**src/rtl/stream_arb_pkg.sv**
```systemverilog
// rtl/stream_arb_pkg.sv - shared types and helpers for the stream round-robin arbiter
package stream_arb_pkg;

  typedef enum logic {
    ARB_IDLE = 1'b0,
    ARB_LOCK = 1'b1
  } arb_state_t;

  typedef enum logic [1:0] {
    EMPTY = 2'd0,
    BUSY  = 2'd1,
    FULL  = 2'd2
  } out_state_t;

  // Increment with wrap for index spaces that need not be a power of two.
  function automatic int unsigned next_ptr(input int unsigned idx, input int unsigned n);
    return (idx + 32'd1 >= n) ? 32'd0 : idx + 32'd1;
  endfunction

endpackage

```
**src/rtl/rr_pick.sv**
```systemverilog
// rtl/rr_pick.sv - combinational round-robin pick: first set request at or after ptr, wrapping
module rr_pick
  import stream_arb_pkg::*;
#(
  parameter int  NUM_REQ = 4,
  localparam int IDX_W   = $clog2(NUM_REQ)
) (
  input  logic [NUM_REQ-1:0] req,
  input  logic [IDX_W-1:0]   ptr,
  output logic [IDX_W-1:0]   gnt_idx,
  output logic               gnt_vld
);

  always_comb begin
    logic [IDX_W-1:0] cand;
    gnt_vld = 1'b0;
    gnt_idx = '0;
    cand    = ptr;
    for (int k = 0; k < NUM_REQ; k++) begin
      if (!gnt_vld && req[cand]) begin
        gnt_vld = 1'b1;
        gnt_idx = cand;
      end
      cand = IDX_W'(next_ptr(32'(cand), NUM_REQ));
    end
  end

endmodule

```
**src/rtl/stream_rr_arbiter.sv**
```systemverilog
// rtl/stream_rr_arbiter.sv - packet-granular round-robin mux of NUM_REQ streams into one registered output
module stream_rr_arbiter
  import stream_arb_pkg::*;
#(
  parameter int  NUM_REQ    = 4,
  parameter int  WORD_WIDTH = 8,
  localparam int SRC_W      = $clog2(NUM_REQ)
) (
  input  logic                          clk,
  input  logic                          rstn,
  input  logic [NUM_REQ-1:0]            s_valid,
  output logic [NUM_REQ-1:0]            s_ready,
  input  logic [NUM_REQ*WORD_WIDTH-1:0] s_data,
  input  logic [NUM_REQ-1:0]            s_last,
  output logic                          m_valid,
  input  logic                          m_ready,
  output logic [WORD_WIDTH-1:0]         m_data,
  output logic                          m_last,
  output logic [SRC_W-1:0]              m_src
);

  arb_state_t             arb_q, arb_d;
  logic [SRC_W-1:0]       ptr_q, ptr_d;
  logic [SRC_W-1:0]       gnt_q, gnt_d;
  out_state_t             out_q, out_d;
  logic                   m_valid_q, stage_rdy_q;

  logic [WORD_WIDTH-1:0]  main_data_q, main_data_d, skid_data_q, skid_data_d;
  logic                   main_last_q, main_last_d, skid_last_q, skid_last_d;
  logic [SRC_W-1:0]       main_src_q, main_src_d, skid_src_q, skid_src_d;

  logic [SRC_W-1:0]       pick_idx;
  logic                   pick_vld;
  logic [SRC_W-1:0]       sel_idx;
  logic                   in_fire;
  logic [WORD_WIDTH-1:0]  in_data;
  logic                   in_last;

  function automatic logic [SRC_W-1:0] wrap_inc(input logic [SRC_W-1:0] idx);
    return SRC_W'(next_ptr(32'(idx), NUM_REQ));
  endfunction

  rr_pick #(
    .NUM_REQ (NUM_REQ)
  ) u_pick (
    .req     (s_valid),
    .ptr     (ptr_q),
    .gnt_idx (pick_idx),
    .gnt_vld (pick_vld)
  );

  assign sel_idx = (arb_q == ARB_LOCK) ? gnt_q : pick_idx;
  assign in_fire = |(s_valid & s_ready);
  assign in_data = s_data[sel_idx*WORD_WIDTH +: WORD_WIDTH];
  assign in_last = s_last[sel_idx];

  // Arbiter FSM: state register
  always_ff @(posedge clk or negedge rstn) begin
    if (!rstn) begin
      arb_q <= ARB_IDLE;
      ptr_q <= '0;
      gnt_q <= '0;
    end else begin
      arb_q <= arb_d;
      ptr_q <= ptr_d;
      gnt_q <= gnt_d;
    end
  end

  // Arbiter FSM: next state
  always_comb begin
    arb_d = arb_q;
    ptr_d = ptr_q;
    gnt_d = gnt_q;
    case (arb_q)
      ARB_IDLE: begin
        if (in_fire) begin
          if (in_last) begin
            ptr_d = wrap_inc(pick_idx);
          end else begin
            arb_d = ARB_LOCK;
            gnt_d = pick_idx;
          end
        end
      end
      ARB_LOCK: begin
        if (in_fire && in_last) begin
          arb_d = ARB_IDLE;
          ptr_d = wrap_inc(gnt_q);
        end
      end
      default: arb_d = ARB_IDLE;
    endcase
  end

  // Arbiter FSM: outputs; a locked owner keeps its ready even while its valid is low
  always_comb begin
    s_ready = '0;
    if (rstn) begin
      if (arb_q == ARB_LOCK) begin
        s_ready[gnt_q] = stage_rdy_q;
      end else if (pick_vld) begin
        s_ready[pick_idx] = stage_rdy_q;
      end
    end
  end

  always_comb begin
    out_d = out_q;
    case (out_q)
      EMPTY: if (in_fire) out_d = BUSY;
      BUSY: begin
        if (in_fire && !m_ready) begin
          out_d = FULL;
        end else if (!in_fire && m_ready) begin
          out_d = EMPTY;
        end
      end
      FULL: if (m_ready) out_d = BUSY;
      default: out_d = EMPTY;
    endcase
  end

  always_comb begin
    main_data_d = main_data_q;
    main_last_d = main_last_q;
    main_src_d  = main_src_q;
    skid_data_d = skid_data_q;
    skid_last_d = skid_last_q;
    skid_src_d  = skid_src_q;
    if (in_fire && (out_q == EMPTY || (out_q == BUSY && m_ready))) begin
      main_data_d = in_data;
      main_last_d = in_last;
      main_src_d  = sel_idx;
    end else if (out_q == FULL && m_ready) begin
      main_data_d = skid_data_q;
      main_last_d = skid_last_q;
      main_src_d  = skid_src_q;
    end
    if (in_fire && out_q == BUSY && !m_ready) begin
      skid_data_d = in_data;
      skid_last_d = in_last;
      skid_src_d  = sel_idx;
    end
  end

  // Flags are registered from the next state so both m_valid and the upstream ready are flop outputs
  always_ff @(posedge clk or negedge rstn) begin
    if (!rstn) begin
      out_q       <= EMPTY;
      m_valid_q   <= 1'b0;
      stage_rdy_q <= 1'b1;
    end else begin
      out_q       <= out_d;
      m_valid_q   <= (out_d != EMPTY);
      stage_rdy_q <= (out_d != FULL);
    end
  end

  always_ff @(posedge clk or negedge rstn) begin
    if (!rstn) begin
      main_data_q <= '0;
      main_last_q <= 1'b0;
      main_src_q  <= '0;
      skid_data_q <= '0;
      skid_last_q <= 1'b0;
      skid_src_q  <= '0;
    end else begin
      main_data_q <= main_data_d;
      main_last_q <= main_last_d;
      main_src_q  <= main_src_d;
      skid_data_q <= skid_data_d;
      skid_last_q <= skid_last_d;
      skid_src_q  <= skid_src_d;
    end
  end

  assign m_valid = m_valid_q;
  assign m_data  = main_data_q;
  assign m_last  = main_last_q;
  assign m_src   = main_src_q;

endmodule

```
**config.mk**
```make
export PLATFORM = sky130hd
export DESIGN_NAME = stream_rr_arbiter
export DESIGN_NICKNAME = d
export VERILOG_FILES = /design/src/rtl/stream_arb_pkg.sv /design/src/rtl/rr_pick.sv /design/src/rtl/stream_rr_arbiter.sv
export SDC_FILE = /design/constraint.sdc
export NUM_CORES = 1
export LEC_CHECK = 0
export CORE_ASPECT_RATIO = 0.5
export CORE_MARGIN = 1.5
export CORE_UTILIZATION = 31
export DETAILED_ROUTE_END_ITERATION = 10
export SLEW_MARGIN = 20
export SYNTH_ARGS = -nofsm -noshare
export SYNTH_HDL_FRONTEND = slang
export SYNTH_SLANG_ARGS = --single-unit
export TNS_END_PERCENT = 5
```
**constraint.sdc**
```tcl
create_clock -name clk -period 8.7 [get_ports clk]
set_input_delay 0.87 -clock clk [delete_from_list [all_inputs] [get_ports clk]]
set_output_delay 0.87 -clock clk [all_outputs]
set_load 0.01 [all_outputs]
```
* After elaboration in Yosys (flattened, before gate mapping)
Index checks and enable logic that the tools add are counted.
Operators by class: add/sub/neg operators 5, magnitude comparators 14, eq/ne operators 6, shifts and indexed selects 1, muxes and demuxes 50, bitwise gates (word level) 5, reductions and logical operators 25
Operator list (number):
- $mux 2 | 19
- $shiftx 32x6->8 | 1
- $lt 2x3->1 const B | 7
- $mux 1 | 16
- $mux 8 | 2
- $add 2x1->3 const B | 5
- $ge 3x3->1 const B | 5
- $logic_and 1x1->1 | 13
- $and 4x4->4 | 3
- $mux 4 | 3
- $bmux 1 s2 | 5
- $ne 2x2->1 const B | 3
- $pmux 2 s3 | 1
- $reduce_and 3->1 | 2
- $logic_not 1->1 | 5
- $demux 1 s2 | 2
- $ge 2x1->1 const B | 2
- $pmux 2 s2 | 1
- $reduce_bool 2->1 | 2
- $reduce_or 4->1 | 1
- $eq 2x1->1 const B | 1
- $eq 2x2->1 const B | 1
- $logic_not 2->1 | 1
- $ne 2x1->1 const B | 1
- other kinds (3) | 4
Storage, ports and cells: bits in registers 31, input port bits 43, output and inout port bits 16, logic and storage cells 118

* Depth between registers and ports, before layout
depth after elaboration 29, depth in mapped cells 18, gate-level depth less buffers 15

* Hierarchy
Synthesis repeated with hierarchy kept, for this count alone.
Unflattened totals: cell total of the unflattened synthesis 216, area total of the unflattened synthesis 2344.7 sq um
Modules (own cells, without submodules):
- stream_rr_arbiter | times used 1, cells each 148, area an instance 1886.8 sq um, seq. area each 777.0 sq um
- rr_pick | times used 1, cells each 68, area an instance 457.9 sq um, seq. area each 0.0 sq um

* Least setup slack after synthesis
OpenSTA, ideal clock, no wires.
path kind input -> register, from input port s_valid[1], to register skid_data_q[0], setup time 0.134 ns, arrival time 3.538 ns, required time 8.566 ns, slack 5.028 ns, stages 15, path buffers 2, cell sequence buf_2 mux2i_1 mux2_2 a32oi_1 nand2_1 inv_1 ha_1 a22oi_1 a21o_1 a311oi_2 nor2_1 or3b_1 clkbuf_1 nand2_1 o21ai_1
Between the ends: word-level cells in the longest chain between the ends 24, elaborated cells on any way between the ends 37, classes of those cells 2 x order compare; 1 x shift; 22 x mux; 2 x bitwise; 10 x reduce/logical
RTL lines:
- start, declared | RTL line stream_rr_arbiter.sv:11 | input logic [NUM_REQ-1:0] s_valid,
- $bmux 1 s2 | RTL line rr_pick.sv:20 | if (!gnt_vld && req[cand]) begin
- $mux 1 (implied by the code) | RTL line rr_pick.sv:20
- $mux 1 | RTL line rr_pick.sv:20
- $logic_not 1->1 | RTL line rr_pick.sv:20
- $logic_and 1x1->1 | RTL line rr_pick.sv:20
- $mux 1 | RTL line rr_pick.sv:20
- $logic_not 1->1 | RTL line rr_pick.sv:20
- $logic_and 1x1->1 | RTL line rr_pick.sv:20
- (+4 left out)
- via pick_idx[0] | RTL line stream_rr_arbiter.sv:32 | logic [SRC_W-1:0] pick_idx;
- (+3 left out)
- $demux 1 s2 | RTL line stream_rr_arbiter.sv:103 | s_ready[pick_idx] = stage_rdy_q;
- $and 4x4->4 (no source line)
- $mux 4 | RTL line stream_rr_arbiter.sv:102 | end else if (pick_vld) begin
- $mux 4 | RTL line stream_rr_arbiter.sv:100 | if (arb_q == ARB_LOCK) begin
- $mux 4 | RTL line stream_rr_arbiter.sv:99 | if (rstn) begin
- $and 4x4->4 | RTL line stream_rr_arbiter.sv:53 | assign in_fire = |(s_valid & s_ready);
- $reduce_or 4->1 | RTL line stream_rr_arbiter.sv:53
- $logic_and 1x1->1 (2 in a row) | RTL line stream_rr_arbiter.sv:140 | if (in_fire && out_q == BUSY && !m_ready) begin
- end signal, assigned | RTL line stream_rr_arbiter.sv:172 | skid_data_q <= skid_data_d;
- end, declared | RTL line stream_rr_arbiter.sv:28 | logic [WORD_WIDTH-1:0] main_data_q, main_data_d, skid_data_q, skid_data_d;
Mark *: on every way through the listed nets, which the timed path passes. The rest lies on a longest branch. The select of a mux whose other input is x is not followed. A chain may end at the register's enable or synchronous reset.

* Final worst setup path
from register ptr_q[0], to register skid_src_q[1]
Between the ends: word-level cells in the longest chain between the ends 25, elaborated cells on any way between the ends 45, classes of those cells 3 x add/sub; 5 x order compare; 25 x mux; 2 x bitwise; 10 x reduce/logical
RTL lines:
- start, declared | RTL line stream_rr_arbiter.sv:23 | logic [SRC_W-1:0] ptr_q, ptr_d;
- start signal, assigned | RTL line stream_rr_arbiter.sv:65 | ptr_q <= ptr_d;
- $add 2x1->3 | RTL line stream_arb_pkg.sv:17 | return (idx + 32'd1 >= n) ? 32'd0 : idx + 32'd1;
- $ge 3x3->1 | RTL line stream_arb_pkg.sv:17
- $mux 2 | RTL line stream_arb_pkg.sv:17
- $add 2x1->3 / $bmux 1 s2 (equally long branches) | RTL line stream_arb_pkg.sv:17, rr_pick.sv:20
- $ge 3x3->1 / $mux 1 (equally long branches) | RTL line stream_arb_pkg.sv:17, rr_pick.sv:20
- $mux 2 / $logic_and 1x1->1 (equally long branches) | RTL line stream_arb_pkg.sv:17, rr_pick.sv:20
- $add 2x1->3 (tied with other cells) | RTL line stream_arb_pkg.sv:17
- $ge 3x3->1 (tied with other cells) | RTL line stream_arb_pkg.sv:17
- (+5 left out)
- via pick_idx[0] | RTL line stream_rr_arbiter.sv:32
- (+3 left out)
- $demux 1 s2 (*) | RTL line stream_rr_arbiter.sv:103
- $and 4x4->4 (no source line) (*)
- $mux 4 (*) | RTL line stream_rr_arbiter.sv:102
- $mux 4 (*) | RTL line stream_rr_arbiter.sv:100
- $mux 4 (*) | RTL line stream_rr_arbiter.sv:99
- $and 4x4->4 (*) | RTL line stream_rr_arbiter.sv:53
- $reduce_or 4->1 (*) | RTL line stream_rr_arbiter.sv:53
- $logic_and 1x1->1 (*) (2 in a row) | RTL line stream_rr_arbiter.sv:140
- end signal, assigned | RTL line stream_rr_arbiter.sv:174 | skid_src_q <= skid_src_d;
- end, declared | RTL line stream_rr_arbiter.sv:30 | logic [SRC_W-1:0] main_src_q, main_src_d, skid_src_q, skid_src_d;
Marks and branches as above.

==> flow_metrics.env <==
export IMPL_synth_edf_count=0
export IMPL_area_delta_synth_final_pct=31.86
export IMPL_grt_pass1_vias=1970
export IMPL_ys_types=47
export IMPL_dieHeight_um=64.60
export IMPL_min_period_ns=4.861
export IMPL_cts_tree="done"
export IMPL_cts_resized=0
export IMPL_max_slew_margin=0.4209
export IMPL_viasPerCell=5.013
export IMPL_powerDensity_nw_per_um2=395.7
export IMPL_async_flop_share=1.000
export IMPL_worst_pin_slew_ns=0.8654
export IMPL_max_freq_mhz=205.7
export IMPL_synth_top_cell_area_share=0.3191
export IMPL_postRouteAntennaNets=0
export IMPL_wl_per_cell_um=13.86
export IMPL_crit_slowest_cell="dfrtp_1"
export IMPL_grt_first_pass_wirelength_um=9397
export IMPL_ys_seq_area_frac=0.3303
export IMPL_synth_area_top_cells="dfrtp_1, mux2i_1, ha_1"
export IMPL_drv_slew=0
export IMPL_cts_max_path_buffers=2
export IMPL_critPathMostFrequentCell="ha_1"
export IMPL_cts_hold_buf=0
export IMPL_netlist_area_sq_um=2352
export IMPL_fp_dieW_um=126.2
export IMPL_finalSetupViolCount=0
export IMPL_drt_iter0_markers=122
export IMPL_maxCapViolations=0
export IMPL_synth_common_cells="dfrtp_1, nand2_1, mux2i_1, nor2_1, o21ai_1"
export IMPL_htree_levels=2
export IMPL_p_sw_frac=0.4249
export IMPL_insertion_delay_ns=0.27
export IMPL_dp_slack_ns=3.749
export IMPL_power_share_sequential=0.233
export IMPL_slowest_delay_ns=0.80
export IMPL_critical_path_required_ns=8.86
export IMPL_placedCellCount=390
export IMPL_synth_top_family_by_area="compound AO/OA/AOI/OAI gates"
export IMPL_pwr_share_clk=0.131
export IMPL_die_area_sq_um=8151
export IMPL_combPwrFrac=0.636
export IMPL_route_final_wire_length_um=5517
export IMPL_syn_avg_cell_area_sq_um=9.372
export IMPL_synth_cells=251
export IMPL_p_int_mw=0.7058
export IMPL_stdcell_area_sq_um=3102
export IMPL_synth_xor_area_frac=0.003723
export IMPL_yosys_area_top_type="dfrtp_1"
export IMPL_ios=59
export IMPL_ys_ff_latch=31
export IMPL_synth_compound_area_share=0.2122
export IMPL_synthMuxAreaShare=0.2048
export IMPL_synthFlopType="dfrtp_1"
export IMPL_portBuffers=58
export IMPL_crit_fanout=24
export IMPL_placed_area_sq_um=2964
export IMPL_start_util=0.3201
export IMPL_cts_setup_buffers=0
export IMPL_root_buffer="clkbuf_16"
export IMPL_fin_crit_sh=0.5588
export IMPL_layout_nets=355
export IMPL_setup_tns_ns=0
export IMPL_path_cells="ha_1 > xor2_1 > o311a_1 > o21ai_1 > nand4_1 > nand2_1 > ha_1 > a22oi_1 > a21o_1 > a311oi_2 > nor2_1 > or3b_1 > mux2_2"
export IMPL_drtPass1Iterations=4
export IMPL_drc=0
export IMPL_grt_start_max_net_pins=33
export IMPL_fp_row_count=22
export IMPL_end_kind="flip-flop"
export IMPL_cts_sinks=31
export IMPL_insertedDiodeCount=0
export IMPL_cts_buffers_inserted=5
export IMPL_grt_usage=0.1445
export IMPL_coreArea_sq_um=7350
export IMPL_critical_path_class="flip-flop to flip-flop"
export IMPL_yosys_area_share_simple=0.1271
export IMPL_crit_arrival_ns=5.02
export IMPL_place_congestion=0.8188
export IMPL_layout_drive_gt1_share=0.1093
export IMPL_grt_ovfl_total=0
export IMPL_cp_start_kind="flip-flop"
export IMPL_min_delay_path_class="flip-flop to flip-flop"
export IMPL_fin_ws_ns=3.839
export IMPL_vias=1995
export IMPL_hold_violations=0
export IMPL_synth_warnings=0
export IMPL_cts_clk_slew_worst_paths_ns=0.05
export IMPL_yosys_area_share_adder=0.05851
export IMPL_dp_hpwl_um=4154
export IMPL_rsz0062_at_grt="false"
export IMPL_p_leak_nw=1.380
export IMPL_run_status="finished, final reports clean"
export IMPL_grt_antenna_before_repair=0
export IMPL_fin_worst_skew_ns=0.005631
export IMPL_synth_fp_nets=305
export IMPL_ir_drop_mv=0.1077
export IMPL_fin_cells=398
export IMPL_switchingPower_mw=0.5215
## per-layer routing
metal,global-route usage,part of all wire,vias up
met1,0.1734,0.46,933
met2,0.2555,0.47,42
met3,0.03303,0.050,7
li1,-,-,1013
met5,0,0,-
met4,0.05603,0.016,0
## power groups by stage
stage	clock network, mW	registers [mW]	logic (mW)
global route	0.175	0.298	0.870
CTS	0.167	0.286	0.790
finish	0.161	0.286	0.781
floorplan	0	0.261	0.628
detailed placement	0	0.287	0.787
global placement	0	0.284	0.775
## area by class of cell
| type | instances | area (sq um) |
|---|---|---|
| flip-flops and latches | 31 | 777.0 |
| fillers | 711 | 4248 |
| clock buffers | 7 | 132.6 |
| repair buffers | 61 | 603.1 |
| inverters | 10 | 37.54 |
| multi-input cells | 192 | 1426 |
| clock inverters | 1 | 5.005 |
| well taps | 96 | 120.1 |
## sequential cells by signal (all words and copies together), names as in the netlist, named ones only
signal / flops
m_valid: 1
stage_rdy_q: 1
out_q: 2
skid_last_q: 1
m_last: 1
skid_data_q: 8
skid_src_q: 2
gnt_q: 2
ptr_q: 2
m_src: 2
m_data: 8
## path summary, 6_finish.rpt
kind | depth (start not counted) | end | slack [ns] | start
hold reg to reg | 2 | skid_data_q[2] | 0.48 | skid_data_q[2]
min in group asynchronous | 2 | m_data[4] | 0.99 | rstn
setup reg to reg | 13 | skid_src_q[1] | 3.84 | ptr_q[0]
hold / removal | 2 | skid_data_q[2] | 0.48 | skid_data_q[2]
max in group asynchronous | 2 | stage_rdy_q | 7.38 | rstn
setup / recovery | 13 | skid_src_q[1] | 3.84 | ptr_q[0]
## cells by family after synthesis
group	after synthesis
fa+ha+maj	11
simple gates	67
xor+xnor	1
flops	31
compound gates	70
mux	43
buf+inv	28
## worst max-delay path: cells and delay by family (launching register included)
kind                       cells  cell delay [ns]
and+or+nand+nor                4             1.24
DFF                            1             0.80
muxes                          1             0.38
AOI/OAI and AO/OA              5             1.29
xor gates and xnor gates       1             0.28
adders and majority gates      2             0.74
## metrics by stage
| stage | hold WS, ns | power (mW) | utilization |
|---|---|---|---|
| global placement | 0.4635 | 1.059 | 0.4033 |
| floorplan | 0.4500 | 0.8896 | - |
| CTS | 0.4852 | 1.243 | 0.4220 |
| global route | 0.5113 | 1.343 | 0.4220 |
| finish | 0.4830 | 1.227 | 0.4220 |
| detailed placement | 0.4732 | 1.075 | 0.4033 |
## cell usage in the layout (no fill, tap or decap), types with 2 or more instances in the layout
master,n
a22oi_1,12
nand3_1,2
o21ai_1,17
o21a_1,3
nor3_1,2
clkbuf_1,2
clkdlybuf4s50_1,58
nand2b_1,6
dfrtp_1,30
nor2_1,18
o21bai_1,2
nor2b_1,5
mux2i_1,26
o21ai_2,2
buf_4,3
mux2_2,9
a21oi_1,3
a221o_1,2
inv_1,10
mux2_4,8
nand2_1,30
a31oi_1,2
o22ai_1,3
a211o_1,2
o21ai_0,6
clkbuf_16,5
a32oi_1,2
o32ai_1,3
ha_1,11
No activity file was read; power rests on OpenSTA's default activity.
